`config.mk`:
```
export PLATFORM = sky130hd
export DESIGN_NAME = load_store_unit
export DESIGN_NICKNAME = d
export VERILOG_FILES = /design/src/rtl/load_store_unit.sv
export SDC_FILE = /design/constraint.sdc
export NUM_CORES = 1
export LEC_CHECK = 0
export BUFFER_PORTS_ARGS = -buffer_cell sky130_fd_sc_hd__clkbuf_2
export CORE_MARGIN = 2
export CORE_UTILIZATION = 47
export DETAILED_ROUTE_END_ITERATION = 12
export PLACE_DENSITY_LB_ADDON = 0.05
export SLEW_MARGIN = 0
export SYNTH_ARGS = -nofsm -noshare
export SYNTH_HDL_FRONTEND = slang
export SYNTH_SLANG_ARGS = --single-unit
```
`constraint.sdc`:
```
create_clock -name clk -period 1.8 [get_ports clk]
set_input_delay 0.09 -clock clk [delete_from_list [all_inputs] [get_ports clk]]
set_output_delay 0.09 -clock clk [all_outputs]
set_load 0.01 [all_outputs]
```
`src/rtl/load_store_unit.sv`:
```
// load_store_unit: byte/half/word load-store engine with sub-word read-modify-write
// and sign/zero extension, fronting a word-addressed memory with combinational reads.
module load_store_unit #(
    parameter int ADDR_BITS = 32
) (
    input  logic                 clk,
    input  logic                 reset,
    input  logic                 reqValid,
    output logic                 reqReady,
    input  logic                 reqWrite,
    input  logic [1:0]           reqSize,
    input  logic                 reqUnsigned,
    input  logic [ADDR_BITS-1:0] reqAddress,
    input  logic [31:0]          reqWriteData,
    output logic                 respValid,
    input  logic                 respReady,
    output logic [31:0]          respData,
    output logic                 respError,
    output logic [ADDR_BITS-1:0] memAddress,
    output logic [31:0]          memWriteData,
    output logic                 memEnableRead,
    output logic                 memEnableWrite,
    input  logic [31:0]          memReadData
);
    typedef enum logic [1:0] {IDLE, ACCESS, WRITE, RESPOND} state_t;
    state_t state_q, state_d;
    logic                 write_q, write_d, uns_q, uns_d, err_q, err_d;
    logic [1:0]           size_q, size_d;
    logic [ADDR_BITS-1:0] addr_q, addr_d;
    logic [31:0]          wdata_q, wdata_d, merge_q, merge_d, rdata_q, rdata_d;
    logic [4:0]  byte_sh, half_sh;
    logic [7:0]  lane_b;
    logic [15:0] lane_h;
    logic [31:0] load_ext, lane_mask, lane_ins, merged;
    logic        req_err, word_store, in_mem;
    assign byte_sh    = {addr_q[1:0], 3'b000};
    assign half_sh    = {addr_q[1], 4'b0000};
    assign lane_b     = 8'(memReadData >> byte_sh);
    assign lane_h     = 16'(memReadData >> half_sh);
    assign load_ext   = size_q == 2'b00 ? {{24{~uns_q & lane_b[7]}}, lane_b} :
                        size_q == 2'b01 ? {{16{~uns_q & lane_h[15]}}, lane_h} : memReadData;
    assign lane_mask  = size_q == 2'b00 ? 32'h0000_00FF << byte_sh : 32'h0000_FFFF << half_sh;
    assign lane_ins   = size_q == 2'b00 ? 32'(wdata_q[7:0]) << byte_sh : 32'(wdata_q[15:0]) << half_sh;
    assign merged     = (memReadData & ~lane_mask) | lane_ins;
    assign req_err    = reqSize == 2'b11 || (reqSize == 2'b01 && reqAddress[0]) ||
                        (reqSize == 2'b10 && reqAddress[1:0] != 2'b00);
    assign word_store = write_q && size_q == 2'b10;
    assign in_mem     = state_q == ACCESS || state_q == WRITE;
    // Every output is forced low while reset is asserted so an aborted access never strobes memory.
    assign reqReady       = reset && state_q == IDLE;
    assign respValid      = reset && state_q == RESPOND;
    assign respData       = respValid ? rdata_q : 32'h0;
    assign respError      = respValid && err_q;
    assign memEnableRead  = reset && state_q == ACCESS && !word_store;
    assign memEnableWrite = reset && ((state_q == ACCESS && word_store) || state_q == WRITE);
    assign memWriteData   = !memEnableWrite ? 32'h0 : state_q == WRITE ? merge_q : wdata_q;
    assign memAddress     = (reset && in_mem) ? {2'b00, addr_q[ADDR_BITS-1:2]} : '0;
    always_comb begin
        state_d = state_q;
        write_d = write_q;
        size_d  = size_q;
        uns_d   = uns_q;
        addr_d  = addr_q;
        wdata_d = wdata_q;
        err_d   = err_q;
        merge_d = merge_q;
        rdata_d = rdata_q;
        case (state_q)
            IDLE: if (reqValid) begin
                write_d = reqWrite;
                size_d  = reqSize;
                uns_d   = reqUnsigned;
                addr_d  = reqAddress;
                wdata_d = reqWriteData;
                err_d   = req_err;
                rdata_d = 32'h0;
                state_d = req_err ? RESPOND : ACCESS;
            end
            ACCESS: begin
                rdata_d = write_q ? 32'h0 : load_ext;
                merge_d = merged;
                state_d = (write_q && !word_store) ? WRITE : RESPOND;
            end
            WRITE:   state_d = RESPOND;
            RESPOND: state_d = respReady ? IDLE : RESPOND;
            default: state_d = IDLE;
        endcase
    end
    always_ff @(posedge clk) begin
        if (!reset) begin
            state_q <= IDLE;
            write_q <= 1'b0;
            size_q  <= 2'b00;
            uns_q   <= 1'b0;
            addr_q  <= '0;
            wdata_q <= 32'h0;
            err_q   <= 1'b0;
            merge_q <= 32'h0;
            rdata_q <= 32'h0;
        end else begin
            state_q <= state_d;
            write_q <= write_d;
            size_q  <= size_d;
            uns_q   <= uns_d;
            addr_q  <= addr_d;
            wdata_q <= wdata_d;
            err_q   <= err_d;
            merge_q <= merge_d;
            rdata_q <= rdata_d;
        end
    end
endmodule

```
==> results of run 1 <==
==> where the power goes <==
group	leakage (nW)	switching, W	internal, W	total, W
logic	3.29	0.00315	0.00280	0.00595
registers	1.11	0.000521	0.00377	0.00429
clock network	0.239	0.00132	0.00173	0.00304
==> flip-flops by register name, summed over array words and instances, names as in the netlist <==
name and flops:
addr_q 32, merge_q 32, rdata_q 32, wdata_q 32
size_q 2, state_q 2, err_q 1, uns_q 1
write_q 1
==> final cells by class <==
class	instances	area, µm²	share of cell area
Clock buffer	21	440.4	0.04211
Clock inverter	9	56.30	0.005383
Inverter	8	30.03	0.002871
Multi-Input combinational cell	623	4033	0.3855
Sequential cell	135	2708	0.2589
Tap cell	180	225.2	0.02153
Timing Repair Buffer	356	2968	0.2837
==> cell usage in the layout (no fill, tap or decap), drive strengths merged, types with 2 or more instances in the layout <==
cell and instances:
nand2 195, clkbuf 176, dfxtp 135, buf 114, a21oi 106, dlygate4sd3 87, and3 64, mux2i 50
nor2 45, o21ai 42, a22oi 25, a22o 11, a31oi 10, a211o 8, inv 8, nor3b 7
clkinv 6, o31ai 5, mux4 5, o211ai 5, a221oi 5, ha 5, and2 5, o21bai 4
nor2b 4, mux2 4, clkinvlp 3, a2111oi 2, a2bb2oi 2, conb 2, nand2b 2
==> layer usage <==
| metal | GRT usage | wire length (µm) |
|---|---|---|
| met1 | 0.3854 | 10160 |
| met2 | 0.4973 | 12230 |
| met3 | 0.08700 | 2092 |
| met4 | 0.1193 | 733 |
| met5 | 0 | 0 |
==> worst paths after layout <==
kind	cells past startpoint	startpoint	end	slack (ns)
max reg2reg	7	state_q[0]	state_q[1]	-0.04
min	2	reset	rdata_q[15]	0.01
min reg2reg	2	wdata_q[18]	wdata_q[18]	0.45
max	8	state_q[0]	memWriteData[28]	-0.16
==> kinds of logic after synthesis <==
family | count (synthesis) | share of synthesized area
compound gates | 228 | 0.2088
fa+ha+maj | 5 | 0.009282
buf+inv | 85 | 0.05662
flops | 135 | 0.4010
mux | 59 | 0.09764
other cells | 1 | 0.0005564
simple gates | 329 | 0.2261
==> what timing repair did <==
item | in CTS | in global routing
hold buffers | 87 | 0
setup endpoints to repair | 70 | 128
endpoints found under the hold margin | 87 | 0
resized for setup | 27 | 173
buffers inserted | 9 | 1
gates cloned | 4 | 8
pin swaps | 2 | 25
==> per-stage QoR <==
step / setup TNS, ns / power [W]
4_1_cts: -3.777 / 0.01225
3_5_place_dp: -0.8646 / 0.008484
6_report: -4.984 / 0.01329
2_1_floorplan: 0 / 0.007012
3_3_place_gp: -0.6359 / 0.008437
5_1_grt: -8.670 / 0.01396
==> critical path, cell delays in order (launching register included) <==
cell	delay, ns
sky130_fd_sc_hd__dfxtp_2	0.35
sky130_fd_sc_hd__buf_6	0.11
sky130_fd_sc_hd__ha_4	0.13
sky130_fd_sc_hd__and3_4	0.19
sky130_fd_sc_hd__o21ai_4	0.07
sky130_fd_sc_hd__buf_12	0.15
sky130_fd_sc_hd__buf_12	0.14
sky130_fd_sc_hd__nor2_1	0.12
sky130_fd_sc_hd__buf_2	0.16
==> flow_results.org, run 1 <==
** Flow run
- Total of max-cap violations :: 0

** Power and ir drop
- Static leakage power :: 4.636 nW
- The worst-case IR drop observed on VDD is 910.2 µV.
- Power spread over the standard cell area amounts to 1270 nW/µm².

** Clocking
- The tree built by TritonCTS fans out to 135 sinks.
- After clock tree synthesis, the clock-pin slew on the worst setup and hold paths is 0.06 ns.
- Root cell of the clock tree :: sky130_fd_sc_hd__clkbuf_16
- Buffers inserted during clock tree synthesis total 17.
- CTS max path bufs :: 2
- Clock latency on the worst-skew pair, taken at its later pin, is 0.43 ns.
- Clock tree from TritonCTS :: done
- In this run the number of H-tree levels came out at 4.

** Place
- Number of buffers added on ports :: 202
- The number of placed instances, taps included, is 1195.
- The wire-length estimate of the detail-placed layout is 15060 µm.
- Place WS :: -0.1267 ns
- Last weighted congestion value of the routability-driven placer :: 0.9147
- After detailed placement, the total cell area comes to 8107 µm².

** Logic synthesis
- Counting flops with a built-in enable in the synthesized netlist gives 0.
- Area leader, netlist :: sky130_fd_sc_hd__dfxtp_1
- Share of the synthesized area in the top cell type :: 0.4010
- Most repeated cell in the gate-level netlist after synthesis :: sky130_fd_sc_hd__nand2_1
- Most used DFF post-synth :: sky130_fd_sc_hd__dfxtp_1
- For this run, the register share of the synthesized area comes to 0.4010.
- After technology mapping, the gate count stands at 842.
- Yosys cell types :: 52
- Synth warnings :: 0
- Mean instance size in the synthesized netlist :: 8.005 µm²
- Post-synthesis async set-or-reset flop share :: 0
- Summing every instance area after synthesis gives 6740 µm².
- Synth cell count leaders :: 194 x sky130_fd_sc_hd__nand2_1, 135 x sky130_fd_sc_hd__dfxtp_1, 99 x sky130_fd_sc_hd__a21oi_1
- The synthesized design contains 135 register bits.
- In the post-synthesis netlist, the biggest area contributors are sky130_fd_sc_hd__dfxtp_1 40%, sky130_fd_sc_hd__nand2_1 11%, sky130_fd_sc_hd__mux2i_1 7.4%.

** Timing
- Peak clock frequency supported by timing :: 510.5 MHz
- On the final layout, the worst hold slack is 0.01372 ns.
- Share of the clock period used by the worst path :: 1.088
- For the pin with the worst max-slew slack, the measured transition is 0.5782 ns.
- Measured against its own limit, the worst slew margin works out to 0.6046.
- Across the routed clock network, the largest skew measured is 0.006908 ns.
- Setup repair after global routing could not meet its margin everywhere.
- After layout, the worst setup slack is -0.1591 ns.
- Min cycle time layout :: 1.959 ns
- Final count of negative-setup-slack endpoints :: 64
- Hold Vio Cnt, Final :: 0
- The final max-slew violation count was 0.

** Route
- Detailed-router iteration count before antenna repair :: 5
- Routed Wire Length :: 25220 µm
- Wire per inst :: 18.93 µm
- Residual DRC :: 0
- Count of nets left with antenna violations after detail routing :: 0
- Detailed Route Iter0 Violations :: 479
- Via count normalized by instance count :: 5.626
- The detailed router placed 7494 vias in this run.

** Hold path
- Worst min-delay path class :: input port to flop

** Floorplanning
- Vertical die dimension :: 123.8 µm
- The floorplan step defined a die boundary enclosing 15320 µm².
- For this configuration, the core starts out at a cell density of 0.4837.
- Standard-cell row count :: 43
- The floorplan step defined a core boundary enclosing 13930 µm².
- Die span in x :: 123.8 µm
- For this design the top-level I/O count stands at 205.

** Critical path
- Along the worst path, the maximum fanout reaches 7.
- STA classifies the critical path endpoint as an output port.
- Critical path type :: flop to output port
- Required @ worst endpoint :: 1.71 ns
- Critical Path Start Type :: flop
- Worst EP arrival :: 1.87 ns

** Cells and area
- After routing the design area is 10460 µm².
- Nets@finish :: 1250
- Fraction of layout cells with a size suffix above 1 :: 0.3420
- Fill cells in the final layout number 1012.
- The number of antenna diodes in the final layout is 0.
- The area growth from synthesis to layout is 55.19%.
- Core Util, Final :: 0.7507
- Final non-filler cell total :: 1332

** Global routing
- Remaining global-route overflow :: 0
- Entering global routing, the biggest net connects 67 pins.
- The first global-routing pass estimated 35690 µm of wire.
- Initial antenna violation count :: 0
- Global-route usage over all layers :: 0.3065
- The via count of the first global-routing pass came to 6957.

** Run status
- Result of the run :: finished with violations
- The checks that failed: setup timing.
No activity file was read; power rests on OpenSTA's default activity.
==> inputs of run 2 (changes only) <==
==> constraint.sdc (replaced) <==
create_clock -name clk -period 1.8 [get_ports clk]
set_input_delay 0.45 -clock clk [delete_from_list [all_inputs] [get_ports clk]]
set_output_delay 0.45 -clock clk [all_outputs]
set_load 0.01 [all_outputs]
==> run 2 against run 1 <==
  * The run still ends with setup timing left
  * Register-to-register slack worse by 0.05 ns
  * Power is 3.0% higher
  * Global-route usage is 1.7 points lower
  * Design area is 4.7% lower
  * Combinational power is 2% lower
  * Critical endpoint is now memWriteData[13]
  * Highest routed layer unchanged
  * Clock power is 17% higher
  * Via count is 5.5% lower
  * Largest cell class unchanged
  * Sequential power hardly changed
  * Critical path type unchanged
  * Count of clock-buffer cells in the layout is 4 higher
  * Routed wire length is 7.3% lower
  * Critical path depth stayed put
==> flow_results.org, run 2 (synthesized netlist as in run 1, its figures left out) <==
** Run status
- The flow ran to the end, but the final reports show violations.
- Violations in the final reports :: setup timing

** Critical path
- Critical Path Start Type :: flop
- The worst-path maximum fanout is 8 (+1).
- Cell Chain, Critical Path :: inv_2 > ha_4 > and3_4 > o21ai_4 > buf_12 > clkbuf_16 > nor2_2 > clkbuf_2
- The data arrival time at the worst-slack endpoint came to 1.83 ns (-0.04 ns).
- The depth of the worst register-to-register path came to 7 (unchanged).
- The worst setup path is captured at an output port.
- Count of cell instances traversed by the critical path :: 8 (unchanged)
- The required time of the critical path was 1.35 ns (-0.36 ns).
- The buffer and inverter count on the worst path is 4 (unchanged).
- Endpoint of the worst-slack reg-to-reg timing path :: state_q[0]
- Reg2reg start :: state_q[1]
- Launching element of the worst setup path :: state_q[1]
- Broken down by cell family, the worst path's largest delay share belongs to buffers and inverters.
- Crit path max-delay cell type :: sky130_fd_sc_hd__dfxtp_4
- Minimum setup slack among reg-to-reg paths :: -0.09 ns (-0.05 ns)
- By startpoint and endpoint, the worst setup path is classified as flop to output port.
- The stage delay of the slowest cell on the critical path is 0.36 ns (about the same).

** Floorplanning
- The die width was 123.8 µm (unchanged).
- The initial core utilization is 0.4837 (unchanged).
- The placement row count came to 43 (unchanged).
- Area of the die :: 15320 µm² (unchanged)
- The die span in y is 123.8 µm (unchanged).
- Area of the placeable core :: 13930 µm² (unchanged)
- Number of top-level design ports :: 205 (unchanged)

** Place
- Last weighted congestion value of the routability-driven placer :: 0.9342 (+2.1%)
- Number of buffers added on ports :: 202 (unchanged)
- Post-DP HPWL :: 15430 µm (+2.5%)

** Route
- The via count normalized by instance count is 5.609 (-0.31%).
- The post-route antenna net violation count is 0 (unchanged).
- Wire per inst :: 18.52 µm (-2.2%)
- Routed Wire Length :: 23390 µm (-7.3%)
- The number of DRC violations after detailed routing came to 0 (unchanged).
- Detailed-route via count :: 7084 (-5.5%)
- The length of the first detailed-routing pass in iterations came to 5 (unchanged).
- The detailed router's first-iteration violation count came to 479 (unchanged).

** Global routing
- The global-route usage over all layers is 0.2898 (-0.01669).
- Remaining global-route overflow :: 0 (unchanged)
- Global-route wire length before repair :: 33790 µm (-5.3%)
- Pin count of the biggest net entering global routing :: 69 (+3.0%)
- The via count of the first global-routing pass is 6479 (-6.9%).
- Initial antenna violation count :: 0 (unchanged)

** Cells and area
- Most used cells in the layout excluding fill and tap cells :: 193 x sky130_fd_sc_hd__nand2_1, 159 x sky130_fd_sc_hd__clkbuf_2, 133 x sky130_fd_sc_hd__dfxtp_1
- From synthesis to final layout, the design area changed by 47.89%.
- The share of layout cells above drive strength 1 came to 0.3860 (+0.04395).
- The final net count was 1179 (-5.7%).
- Leaving out fill and tap cells, the most frequent cell in the layout is sky130_fd_sc_hd__nand2_1.
- Final-layout fill cell count :: 1098 (+8.5%)
- The count of antenna diodes in the layout came to 0 (unchanged).

** Timing
- The maximum clock frequency is 438.3 MHz (-14%).
- Worst hold slack :: 0.2503 ns (+0.2366 ns)
- The accumulated negative setup slack was -37.60 ns (-32.61 ns).
- The final worst-path setup slack was -0.4815 ns (-0.3224 ns).
- Transition time of the tightest slew-check pin :: 0.5683 ns (-0.009842 ns)
- Min cycle time layout :: 2.281 ns (+0.3224 ns)
- Fin. max-slew vios :: 0 (unchanged)
- The total of endpoints with negative setup slack in the final report was 100 (+56%).
- The post-route clock skew was 0.004970 ns (-0.001938 ns).
- Setup repair after global routing could not meet its margin everywhere.
- Hold Vio Cnt, Final :: 0 (unchanged)
- The final worst-path cycle share came to 1.267 (+0.1791).
- The headroom to the max-slew limit is 0.6211 (+0.01653).

** Power and ir drop
- Switching share of power :: 0.3542 (-0.02126)
- Power share of the clock group :: 0.259 (+0.030)
- The total power density per cell area came to 1373 nW/µm² (+8.1%).
- The worst vdd rail ir drop came to 674.3 µV (-26%).
- Switch Pwr :: 0.004849 W (-2.8%)
- The sequential share of power came to 0.316 (-0.007).
- Cell-internal power :: 0.008841 W (+6.5%)
- The power share of the combinational group came to 0.425 (-0.023).
- Static leakage power :: 4.462 nW (-3.8%)

** Clocking
- CTS H-Tree Depth :: 4 (unchanged)
- The number of clock sinks was 135 (unchanged).
- The clock transition time at the flip-flop clock pins of the worst setup and hold paths came to 0.06 ns (about the same).
- CTS Buf Count :: 17 (unchanged)
- The number of buffers inserted by hold repair at cts was 0 (-100%).
- The maximum clock insertion buffer count came to 2 (unchanged).
- The source-to-sink clock delay at the later pin of the worst-skew pair was 0.41 ns (-0.02 ns).
- TritonCTS built the clock tree.
- The tree is rooted in a sky130_fd_sc_hd__clkbuf_16.

** Hold path
- The min-delay analysis places its worst path in the category input port to flop.
- The path with the worst hold slack has its endpoint at addr_q[23].
- The hold-critical path depth is 3 (+1).
- Min-Delay Startpoint :: reqAddress[23]

** Flow run
- The number of max-cap violations was 0 (unchanged).
==> run 2: cell count changes in the layout (fill, tap and decap cells not counted), moves of 8 or more <==
cell	delta
sky130_fd_sc_hd__nor2_1	-11
sky130_fd_sc_hd__buf_4	+13
sky130_fd_sc_hd__buf_6	-8
sky130_fd_sc_hd__clkbuf_2	+8
sky130_fd_sc_hd__dlygate4sd3_1	-87
sky130_fd_sc_hd__mux2i_4	+8
==> run 2: worst max path at each step <==
| stage | to | slack (ns) |
|---|---|---|
| final | memWriteData[13] | -0.48 |
| after floorplan | rdata_q[10] | 0.04 |
| after global placement | memWriteData[20] | -0.01 |
| after CTS | memWriteData[31] | -0.46 |
| after detailed placement | rdata_q[24] | -0.04 |
| after global routing | memWriteData[19] | -0.54 |
==> run 2: routing by layer <==
layer  wire length [µm]  track usage
met5                  0            0
met4                876       0.1357
met3               1896      0.06639
met2              11030       0.4519
met1               9588       0.3806
==> run 2: worst reg2reg max path: stages, from the launching register on <==
cell and delay [ns]:
sky130_fd_sc_hd__dfxtp_4 0.36, sky130_fd_sc_hd__buf_4 0.13, sky130_fd_sc_hd__buf_6 0.11, sky130_fd_sc_hd__ha_4 0.21
sky130_fd_sc_hd__buf_6 0.16, sky130_fd_sc_hd__buf_4 0.15, sky130_fd_sc_hd__a2111oi_0 0.44, sky130_fd_sc_hd__a221oi_1 0.17
==> run 2: area by class of cell <==
cell class	count	area, µm²	area share
multi-input combinational	623	4133	0.4146
sequential	135	2708	0.2716
timing repair buffer	285	2270	0.2277
clock buffer	25	485.5	0.04870
tap	180	225.2	0.02259
clock inverter	7	117.6	0.01180
inverter	8	30.03	0.003012
==> run 2: power by group through the flow <==
stage,Combinational (W),Clock (W),Sequential [W]
floorplan,0.00291,0,0.00411
global placement,0.00448,0,0.00425
detailed placement,0.00451,0,0.00426
CTS,0.00536,0.00358,0.00429
global route,0.00627,0.00370,0.00440
finish,0.00581,0.00355,0.00432
==> run 2: timing repair <==
item	4_1_cts	5_1_grt
setup buffers	4	2
cloned	5	7
pin swaps	5	14
setup endpoints to repair	122	117
gates resized for setup	58	132
==> run 2: per-stage QoR <==
step,std cells,setup slack [ns],util,instance area [µm²],total power [W]
2_1_floorplan,843,0.04151,-,6750,0.007017
3_3_place_gp,1213,-0.01388,0.5968,8317,0.008730
3_5_place_dp,1213,-0.03981,0.5968,8317,0.008767
4_1_cts,1254,-0.4642,0.6722,9366,0.01323
5_1_grt,1263,-0.5402,0.7154,9968,0.01437
6_report,1263,-0.4815,0.7154,9968,0.01369
